===== src/rtl/ts_bit_packer_10to32.sv =====
// ts_bit_packer_10to32
// Gearbox stage in front of the 32-bit recorder storage. Packs a gap-free stream of
// IN_W-bit words MSB-first into OUT_W-bit words and hands them off over valid/ready.
// A flush closes the stream by emitting the leftover bits as a zero-padded word
// tagged with its valid-bit count.
module ts_bit_packer_10to32 #(
    parameter int IN_W  = 10,
    parameter int OUT_W = 32,
    parameter int CNT_W = 16
) (
    input  logic             clock,
    input  logic             reset,
    input  logic             write_in,
    input  logic [IN_W-1:0]  data_in,
    input  logic             flush,
    output logic             in_ready,
    output logic             out_valid,
    input  logic             out_ready,
    output logic [OUT_W-1:0] out_data,
    output logic [5:0]       out_bits,
    output logic             out_last,
    output logic             flush_done,
    output logic             overrun,
    output logic [CNT_W-1:0] word_count
);

    localparam int WIDE_W    = OUT_W + IN_W;
    localparam int REM_SHIFT = OUT_W - IN_W;

    typedef enum logic [0:0] {
        ST_RUN        = 1'b0,
        ST_FLUSH_PEND = 1'b1
    } state_t;

    state_t             state_r;
    logic [OUT_W-1:0]   acc_r;
    logic [5:0]         fill_r;
    logic               out_valid_r;
    logic [OUT_W-1:0]   out_data_r;
    logic [5:0]         out_bits_r;
    logic               out_last_r;
    logic               flush_done_r;
    logic               overrun_r;
    logic [CNT_W-1:0]   word_count_r;

    logic               free_s;
    logic               in_ready_s;
    logic               accept_s;
    logic               handoff_s;
    logic [6:0]         shift_s;
    logic [6:0]         sum_s;
    logic [WIDE_W-1:0]  wide_s;
    logic               word_done_s;
    logic [OUT_W-1:0]   acc_next_s;
    logic [5:0]         fill_next_s;

    // Handshake qualifiers: the output register can take a new word when it is empty
    // or being drained this cycle; input is only taken while running.
    always_comb begin
        free_s     = !out_valid_r || out_ready;
        in_ready_s = (state_r == ST_RUN) && free_s;
        accept_s   = write_in && in_ready_s;
        handoff_s  = out_valid_r && out_ready;
    end

    // Append the incoming word just below the filled bits and split off a full word
    // when the accumulator overflows; the remainder is re-left-justified.
    always_comb begin
        shift_s     = 7'(OUT_W) - {1'b0, fill_r};
        wide_s      = {acc_r, {IN_W{1'b0}}} | ({{OUT_W{1'b0}}, data_in} << shift_s);
        sum_s       = {1'b0, fill_r} + 7'(IN_W);
        word_done_s = (sum_s >= 7'(OUT_W));
        if (word_done_s) begin
            acc_next_s  = OUT_W'(wide_s[IN_W-1:0]) << REM_SHIFT;
            fill_next_s = 6'(sum_s - 7'(OUT_W));
        end else begin
            acc_next_s  = wide_s[WIDE_W-1:IN_W];
            fill_next_s = sum_s[5:0];
        end
    end

    // Packer state, output register, flush sequencing and status counters.
    always_ff @(posedge clock) begin
        if (reset) begin
            state_r      <= ST_RUN;
            acc_r        <= {OUT_W{1'b0}};
            fill_r       <= 6'd0;
            out_valid_r  <= 1'b0;
            out_data_r   <= {OUT_W{1'b0}};
            out_bits_r   <= 6'd0;
            out_last_r   <= 1'b0;
            flush_done_r <= 1'b0;
            overrun_r    <= 1'b0;
            word_count_r <= {CNT_W{1'b0}};
        end else begin
            flush_done_r <= 1'b0;

            if (handoff_s) begin
                out_valid_r  <= 1'b0;
                word_count_r <= word_count_r + {{(CNT_W-1){1'b0}}, 1'b1};
            end

            if (write_in && !in_ready_s) begin
                overrun_r <= 1'b1;
            end

            case (state_r)
                ST_RUN: begin
                    if (accept_s) begin
                        acc_r  <= acc_next_s;
                        fill_r <= fill_next_s;
                        if (word_done_s) begin
                            out_valid_r <= 1'b1;
                            out_data_r  <= wide_s[WIDE_W-1:IN_W];
                            out_bits_r  <= 6'(OUT_W);
                            out_last_r  <= 1'b0;
                        end
                    end
                    if (flush) begin
                        state_r <= ST_FLUSH_PEND;
                    end
                end
                ST_FLUSH_PEND: begin
                    if (free_s) begin
                        if (fill_r != 6'd0) begin
                            out_valid_r <= 1'b1;
                            out_data_r  <= acc_r;
                            out_bits_r  <= fill_r;
                            out_last_r  <= 1'b1;
                            acc_r       <= {OUT_W{1'b0}};
                            fill_r      <= 6'd0;
                        end
                        flush_done_r <= 1'b1;
                        state_r      <= ST_RUN;
                    end
                end
                default: begin
                    state_r <= ST_RUN;
                end
            endcase
        end
    end

    assign in_ready   = in_ready_s;
    assign out_valid  = out_valid_r;
    assign out_data   = out_data_r;
    assign out_bits   = out_bits_r;
    assign out_last   = out_last_r;
    assign flush_done = flush_done_r;
    assign overrun    = overrun_r;
    assign word_count = word_count_r;

endmodule


===== config.mk =====
export PLATFORM = sky130hd
export DESIGN_NAME = ts_bit_packer_10to32
export DESIGN_NICKNAME = d
export VERILOG_FILES = /design/src/rtl/ts_bit_packer_10to32.sv
export SDC_FILE = /design/constraint.sdc
export NUM_CORES = 1
export LEC_CHECK = 0
export BUFFER_PORTS_ARGS = -buffer_cell sky130_fd_sc_hd__buf_2
export CELL_PAD_IN_SITES_DETAIL_PLACEMENT = 0
export CELL_PAD_IN_SITES_GLOBAL_PLACEMENT = 2
export CORE_UTILIZATION = 31
export CTS_BUF_LIST = sky130_fd_sc_hd__clkbuf_8
export DETAILED_ROUTE_END_ITERATION = 12
export HOLD_SLACK_MARGIN = 0.12
export MAX_ROUTING_LAYER = met4
export PLACE_DENSITY = 0.88
export REMOVE_ABC_BUFFERS = 1
export SYNTH_ARGS = -nofsm -noshare
export SYNTH_HDL_FRONTEND = slang
export SYNTH_SLANG_ARGS = --single-unit

===== constraint.sdc =====
create_clock -name clock -period 3.05 [get_ports clock]
set_input_delay 0.61 -clock clock [delete_from_list [all_inputs] [get_ports clock]]
set_output_delay 0.61 -clock clock [all_outputs]
set_load 0.1 [all_outputs]

# ---- After elaboration in Yosys (flattened, before gate mapping)
# Cells that the tools add are included.
# Widths: inputs -> output; s select.
dict set report op_classes {
  add_sub_neg 4
  n_lt_le_gt_ge 1
  eq_ne 4
  n_shift 1
  n_mux 35
  bitwise 2
  n_reduce_logical 11
}
# op count
set op_table {}
lappend op_table {{$mux 32} 8}
lappend op_table {{$pmux 32 s2} 2}
lappend op_table {{$mux 6} 8}
lappend op_table {{$or 42x42->42} 1}
lappend op_table {{$shl 10x7->42} 1}
lappend op_table {{$pmux 6 s2} 2}
lappend op_table {{$add 16x1->16 const B} 1}
lappend op_table {{$mux 1} 12}
lappend op_table {{$add 6x4->7 const B} 1}
lappend op_table {{$ge 7x6->1 const B} 1}
lappend op_table {{$sub 6x6->7 const A} 1}
lappend op_table {{$pmux 1 s2} 3}
lappend op_table {{$reduce_bool 6->1} 1}
lappend op_table {{$sub 6x6->6 const B} 1}
lappend op_table {{$logic_and 1x1->1} 4}
lappend op_table {{$ne 2x1->1 const B} 2}
lappend op_table {{$ne 2x2->1 const B} 2}
lappend op_table {{$reduce_and 4->1} 1}
lappend op_table {{$reduce_and 3->1} 1}
lappend op_table {{$logic_not 1->1} 2}
lappend op_table {{$reduce_or 2->1} 1}
lappend op_table {{$logic_or 1x1->1} 1}
lappend op_table {{$not 1->1} 1}
dict set report totals {
  ff_bits 97
  input_bits 15
  out_inout_bits 59
}

# ---- Longest topological paths before layout
# Gate-level depths: netlist of run 1.
dict set report depth {
  depth_word 6
  mapped_depth 14
  ltp_nobuf 7
}

# ---- Least setup slack after synthesis of run 1
# OpenSTA, ideal clock, no wires.
dict set report synth_timing {
  kind {reg-to-output}
  start {register out_valid_r (netlist: out_valid)}
  end {output port in_ready}
  arrival_ps 2409
  slack_ps 31
  path_stages_with_launch 4
  path_buffers 1
  path_cell_list {dfxtp_1 -> nor2b_1 -> clkbuf_1 -> nor2_1}
}
dict set report synth_via {
  elab_chain_cells 3
}
# item line_no
set synth_rtl {}
lappend synth_rtl {{start: declaration} 38} ;# logic out_valid_r;
lappend synth_rtl {{start signal: assignment} 88} ;# out_valid_r <= 1'b0;
lappend synth_rtl {{start signal: assignment} 99} ;# out_valid_r <= 1'b0;
lappend synth_rtl {{start signal: assignment} 113} ;# out_valid_r <= 1'b1;
lappend synth_rtl {{$logic_not 1->1} 60} ;# free_s = !out_valid_r || out_ready;
lappend synth_rtl {{$logic_or 1x1->1} 60}
lappend synth_rtl {{$logic_and 1x1->1} 61} ;# in_ready_s = (state_r == ST_RUN) && free_s;
lappend synth_rtl {{end: declaration} 16} ;# output logic in_ready,
# Every way passes these cells.

# ---- Worst setup path in the final report of run 1
dict set report layout_timing {
  start {register fill_r[1]}
  end {register out_data_r[8] (netlist: out_data[8])}
}
dict set report layout_via {
  elab_chain_cells 6
  word_cells_on_any_way 12
  classes_between {add/sub (2); order compare (1); eq/ne (2); shift (1); mux (3); bitwise (1); reduce/logical (2)}
}
# item line_no
set layout_rtl {}
lappend layout_rtl {{start: declaration} 37} ;# logic [5:0] fill_r;
lappend layout_rtl {{start signal: assignment} 111} ;# fill_r <= fill_next_s;
lappend layout_rtl {{$sub 6x6->7} 69} ;# shift_s = 7'(OUT_W) - {1'b0, fill_r};
lappend layout_rtl {{$shl 10x7->42} 70} ;# wide_s = {acc_r, {IN_W{1'b0}}} | ({{OUT_W{1'b0}}, data_in} << shift_s);
lappend layout_rtl {{$or 42x42->42} 70}
lappend layout_rtl {{$mux 32} 112} ;# if (word_done_s) begin
lappend layout_rtl {{$mux 32} 109} ;# if (accept_s) begin
lappend layout_rtl {{$pmux 32 s2} 107} ;# case (state_r)
lappend layout_rtl {{end signal: assignment} 89} ;# out_data_r <= {OUT_W{1'b0}};
lappend layout_rtl {{end signal: assignment} 114} ;# out_data_r <= wide_s[WIDE_W-1:IN_W];
lappend layout_rtl {{end signal: assignment} 127} ;# out_data_r <= acc_r;
lappend layout_rtl {{end: declaration} 39} ;# logic [OUT_W-1:0] out_data_r;
# Several ways; a longest one is shown, not always the timed one. The select of a mux whose other input is x is not followed.
# A chain may end at the register's enable or synchronous reset.

==> results of run 1 <==
## path summary, 6_finish.rpt
| check | start | end | slack [ns] |
|---|---|---|---|
| max reg2reg | fill_r[1] | out_data[8] | 0.36 |
| min reg2reg | acc_r[7] | acc_r[7] | 0.45 |
| min | acc_r[7] | acc_r[7] | 0.45 |
| max | fill_r[1] | out_data[8] | 0.36 |
## placed cells by master (no fill, tap or decap), types with 4 or more instances in the layout
| cell | count |
|---|---|
| mux2i_1 | 16 |
| nor3_1 | 27 |
| inv_1 | 12 |
| xor2_1 | 4 |
| buf_4 | 22 |
| a22oi_1 | 9 |
| or3_1 | 5 |
| a21oi_1 | 48 |
| a32oi_1 | 4 |
| ha_1 | 4 |
| xnor2_1 | 10 |
| nand2_1 | 41 |
| buf_2 | 72 |
| a211oi_1 | 28 |
| o21ai_0 | 34 |
| nor2_1 | 100 |
| a2bb2oi_1 | 4 |
| nor2b_1 | 19 |
| a31oi_1 | 8 |
| and3_1 | 4 |
| dfxtp_1 | 95 |
| nand3_1 | 19 |
| clkbuf_8 | 10 |
| mux2_2 | 6 |
## synth_stat cells, drive strengths merged, types with 2 or more instances
cell type    n
xnor2       10
nand2b       4
dfxtp       95
a311oi       4
ha           4
inv         11
a31oi        8
nor2       102
clkbuf      18
o21a         2
or2          2
nor2b       19
nand3b       3
nor3b        3
a211oi      29
o31ai        3
mux2i       16
a221oi       4
nand3       19
nand2       41
xor2         4
a21o         3
mux4         3
buf         26
o31a         2
a32oi        4
a2bb2oi      4
nor4         3
mux2         6
a22oi        9
and3         4
or3          5
a21oi       48
o21ai       35
nor3        29
## registers in the layout, indices dropped and copies added (netlist names)
register and count:
acc_r 32, out_data 32, word_count 16, fill_r 5
out_bits 5, flush_done 1, out_last 1, out_valid 1
overrun 1, state_r 1
## kinds of logic (layout without fill, tap and decap cells)
logic type,Yosys count,after routing
AND/OR/NAND/NOR,240,240
flip-flops,95,95
adder cells (fa/ha/maj),4,4
multiplexers,25,25
XOR/XNOR,14,14
buffers and inverters,55,122
AO/OA/AOI/OAI,166,166
other,1,1
## tightest hold or removal path, cell delays in order, from the launching register on
cell and delay, ns:
dfxtp_1 0.33, nand2_1 0.04, o21ai_0 0.05
## power groups by stage
stage | logic (mW) | clock network (mW) | registers (mW)
finish | 0.932 | 0.935 | 1.36
global route | 1.00 | 1.01 | 1.37
CTS | 0.930 | 0.968 | 1.36
detailed placement | 0.927 | 0 | 1.39
global placement | 0.921 | 0 | 1.38
floorplan | 0.424 | 0 | 1.62
## final cells by class
type,count,area (um^2),area share
clock inverter,6,85.1,0.0149
multi-input combinational,450,2720,0.478
tap,211,264,0.0463
sequential,95,1900,0.334
timing repair buffer,95,546,0.0957
clock buffer,10,138,0.0241
inverter,11,41.3,0.00724
## stage by stage
step / util / power [mW]
detailed placement: 0.358 / 2.31
global placement: 0.358 / 2.31
floorplan: - / 2.04
global route: 0.372 / 3.38
CTS: 0.372 / 3.26
finish: 0.372 / 3.22
## per-layer routing
metal  vias to the layer above  global-route usage
met5                         -                   -
met4                         0              0.0931
met3                        20              0.0272
met2                       129               0.288
met1                      2185               0.240
li1                       2267                   -
==> impl_metrics.toml, run 1 <==
[floorplanning]
pin_count = 74
start_util = 0.319
rows = 45
core_area_um2 = 15300
die_y_um = 128
die_w_um = 128
dieArea_um2 = 16300

[route]
wl_met2_um = 6580
drc = 0
vias = 4601
drtPass1Iterations = 5
topRoutingLayerUsed = "met4"
via_per_inst = 5.24
drt_iter0_markers = 255
wl_um = 14300
met3WireLength_um = 659
drt-wirelength-per-cell_um = 16.2
drtAntennaViolNets = 0
wl_met1_um = 6700

[synthesis]
synth_fa_ha_area_frac = 0.0102
async_flop_share = 0
ys_ff_latch = 95
post-synth-top-area-cell = "dfxtp_1"
synth_seq_area_share = 0.389
yosys_warnings = 0
syn_area_per_cell_um2 = 8.15
synth.distinct_cells = 65
yosysTopAreaCellShare = 0.389
synth-edff-count = 0
synth-simple-area-share = 0.233
synth_xor_area_frac = 0.0251
netlist_instances = 600
yosys-top-cells-area = "dfxtp_1 39%, nor2_1 7.7%, a21oi_1 4.9%"
synthFlopType = "dfxtp_1"
synth_compound_area_frac = 0.223
synth.area.mux_share = 0.0612
syn-cell-area_um2 = 4890
synth_top_family_by_area = "simple AND/OR/NAND/NOR gates"

[final_layout]
syn_to_final_growth_pct = 16.6
final_nets = 681
design_area_um2 = 5700
fill_cells = 1627
drive_gt1_frac = 0.204
antenna_cells = 0
finalNonFillerCells = 878

[power]
peakVddDrop_v = 0.000208
p_clk_frac = 0.290
internal_power_mw = 2.05
p_switching_mw = 1.18
p_leak_nw = 2.24
p_per_area_nw_per_um2 = 566
seqPwrFrac = 0.421
power_frac_comb = 0.289
power.share.switching = 0.365

[setup_path]
worst-path-stages = 8
cpLargestDelayFamily = "compound AO/OA/AOI/OAI gates"
r2r_cells = 8
critPathBufInv = 2
crit_path_start_kind = "register"
crit_chain = "buf_4 -> ha_1 -> o21a_1 -> o22ai_1 -> o31ai_4 -> buf_12 -> mux2i_1 -> o21ai_0"
worstPathArrival_ns = 2.95
cpMaxStageDelayCell = "o31ai_4"
critical_path_class = "reg -> reg"
critPathMaxFanout = 34
critPathCaptureType = "register"
slowest_delay_ns = 0.63
required_ns = 3.32

[placement]
place_area_um2 = 5480
dp_hpwl_um = 10300
globalplace.congestion = 0.906
post-place-ws_ns = 0.381
dpl.cell_count = 862
io_buffers = 72

[clocking]
hold_buffers = 0
cts-resized-gates = 0
path_clk_slew_ns = 0.09
cts_setup_buffers = 0
cts_tree = "yes"
cts.path.max_buffers = 2
clkLatencyLatePin_ns = 0.39
cts_root_buf = "clkbuf_8"
cts_buffers = 9
htreeDepth = 3
cts_sinks = 95

[sta]
setup_violations = 0
hold_viol = 0
drv_slew = 0
clock_skew_ns = 0.0123
rsz0062_at_grt = "no"
period_needed_ns = 2.69
fin_hold_ws_ns = 0.452
fin_crit_sh = 0.881
final.setup.worst_slack_ns = 0.364
tightest_slew_ns = 0.867
clock.fmax_ghz = 0.372
slew-limit-headroom = 0.421
setup_tns_ns = 0

[global_route]
antenna_found_initial = 0
grt_max_degree = 42
grt_usage = 0.187
grt_pass1_wl_um = 22900
grt_pass1_vias = 4286
overflow = 0

[min_path]
min_path_cells = 2
hp-class = "reg -> reg"

[run_status]
status = "finished clean"

[flow_run]
drv_cap = 0
Note: power is estimated with default switching activity, not from simulation.
==> run 2: changes to the inputs <==
Settings changed: ABC_AREA from default to 1, CORE_UTILIZATION 31 to 29.
==> impl_metrics.toml, run 2 <==
[global_route]
grt_pass1_wl_um = 24100
grt_pass1_vias = 4669
grt_max_degree = 49
overflow = 0
antenna_found_initial = 0
grt_usage = 0.177

[clocking]
cts_buffers = 9
htreeDepth = 3
cts_setup_buffers = 0
cts.path.max_buffers = 2
path_clk_slew_ns = 0.10
cts_root_buf = "clkbuf_8"
cts_tree = "yes"
hold_buffers = 0
clkLatencyLatePin_ns = 0.39
cts_sinks = 95
cts-resized-gates = 0

[synthesis]
synthFlopType = "dfxtp_1"
async_flop_share = 0
synth-edff-count = 0
post-synth-top-area-cell = "dfxtp_1"
synth.distinct_cells = 35
syn-cell-area_um2 = 4990
synth_seq_area_share = 0.381
ys_ff_latch = 95
yosys_warnings = 0
yosysMostFrequentCell = "nand2_1"
netlist_instances = 735
syn_area_per_cell_um2 = 6.79
yosys-top-cells-area = "dfxtp_1 38%, nand2_1 12%, a21oi_1 10%"
yosysTopAreaCellShare = 0.381
synthTopCellsByCount = "159 x nand2_1, 103 x a21oi_1, 95 x dfxtp_1, 76 x nand3_1, 64 x inv_1"

[setup_path]
required_ns = 3.38
cpMaxStageDelayCell = "o21ai_0"
worst-path-stages = 7
critPathBufInv = 2
critPathCaptureType = "register"
critPathMaxFanout = 15
slowest_delay_ns = 0.49
crit_chain = "inv_2 -> ha_1 -> inv_1 -> nand2_1 -> o21ai_0 -> nand3_1 -> a21oi_2"
worstPathArrival_ns = 2.60
cpLargestDelayFamily = "compound AO/OA/AOI/OAI gates"
r2r_cells = 7
crit_path_start_kind = "register"
critical_path_class = "reg -> reg"

[floorplanning]
die_w_um = 133
dieArea_um2 = 17700
start_util = 0.299
die_y_um = 133
rows = 47
core_area_um2 = 16700
pin_count = 74

[route]
wl_um = 14700
vias = 4869
drc = 0
drtPass1Iterations = 4
via_per_inst = 4.81
drt_iter0_markers = 200
drt-wirelength-per-cell_um = 14.6
drtAntennaViolNets = 0

[power]
p_total_mw = 3.47
peakVddDrop_v = 0.000247
p_per_area_nw_per_um2 = 613
p_leak_nw = 2.42

[sta]
clock_skew_ns = 0.0143
hold_viol = 0
period_needed_ns = 2.28
drv_slew = 0
slew-limit-headroom = 0.598
setup_tns_ns = 0
rsz0062_at_grt = "no"
fin_crit_sh = 0.747
setup_violations = 0
clock.fmax_ghz = 0.439
tightest_slew_ns = 0.596

[run_status]
status = "finished clean"

[final_layout]
drive_gt1_frac = 0.182
antenna_cells = 0
layout_commonest_cell = "nand2_1"
final_nets = 806
fill_cells = 1864
syn_to_final_growth_pct = 13.5
layout_common_cells = "159 x nand2_1, 103 x a21oi_1, 95 x dfxtp_1, 76 x nand3_1, 72 x buf_2"

[placement]
globalplace.congestion = 0.818
io_buffers = 72
dp_hpwl_um = 9920

[min_path]
hp-class = "reg -> reg"
min_path_cells = 2

[flow_run]
drv_cap = 0
[run 2: cell count changes in the layout (fill, tap and decap cells not counted), moves of 14 or more]
cell and delta:
nand3_1 +57, nand2_1 +118, inv_1 +53, nor2_1 -37, a21oi_2 +17, a211oi_1 -28
mux2i_1 -16, nor2b_1 -19, nor3_1 -19, a21oi_1 +55, o21ai_0 +14
[run 2: metrics by stage]
| stage | cell area (um^2) | cells | hold WS, ns | utilization | setup WS [ns] |
|---|---|---|---|---|---|
| global route | 5660 | 1012 | 0.468 | 0.339 | 0.543 |
| floorplan | 4750 | 693 | 0.425 | - | 0.195 |
| CTS | 5660 | 1012 | 0.456 | 0.339 | 0.771 |
| global placement | 5470 | 996 | 0.437 | 0.327 | 0.613 |
| detailed placement | 5470 | 996 | 0.442 | 0.327 | 0.583 |
| finish | 5660 | 1012 | 0.454 | 0.339 | 0.772 |
[run 2: cell type report]
class | instances | area, um^2 | area share
sequential | 95 | 1900 | 0.336
multi-input combinational | 526 | 2570 | 0.455
tap | 220 | 275 | 0.0486
clock inverter | 7 | 71.3 | 0.0126
clock buffer | 9 | 124 | 0.0219
timing repair buffer | 83 | 443 | 0.0782
inverter | 72 | 270 | 0.0477
[run 2: power breakdown]
group	leakage (nW)	switching (mW)	internal [mW]	total (mW)
clock	0.0974	0.492	0.381	0.873
sequential	0.771	0.0544	1.33	1.38
combinational	1.55	0.954	0.259	1.21
total	2.42	1.50	1.97	3.47
[run 2: worst reg2reg max path: cells and delay by family (launching register included)]
kind | cells | cell delay [ns]
adder cells (fa/ha/maj) | 1 | 0.35
buffers and inverters | 2 | 0.50
flip-flops | 1 | 0.45
AND/OR/NAND/NOR | 2 | 0.28
AO/OA/AOI/OAI | 2 | 0.64
[run 2: path summary, 6_finish.rpt]
check / from / end / slack (ns)
min reg2reg: acc_r[31] / acc_r[31] / 0.45
max reg2reg: fill_r[1] / acc_r[16] / 0.77
min: acc_r[31] / acc_r[31] / 0.45
max: fill_r[1] / acc_r[16] / 0.77
[run 2: kinds of logic (layout without fill, tap and decap cells)]
| group | count (synthesis) | count (layout) | synth area share |
|---|---|---|---|
| adders and majority gates | 4 | 4 | 0.0100 |
| xor gates and xnor gates | 2 | 2 | 0.00351 |
| and+or+nand+nor | 341 | 341 | 0.306 |
| DFF | 95 | 95 | 0.381 |
| other | 1 | 1 | 0.000752 |
| buffers and inverters | 114 | 171 | 0.103 |
| AOI/OAI and AO/OA | 178 | 178 | 0.196 |
[run 2: metal layers]
metal | vias to the layer above | track usage | wire [um]
li1 | 2515 | - | -
met1 | 2237 | 0.226 | 7190
met2 | 105 | 0.283 | 6750
met3 | 12 | 0.0381 | 673
met4 | 0 | 0.0461 | 121
met5 | - | - | 0
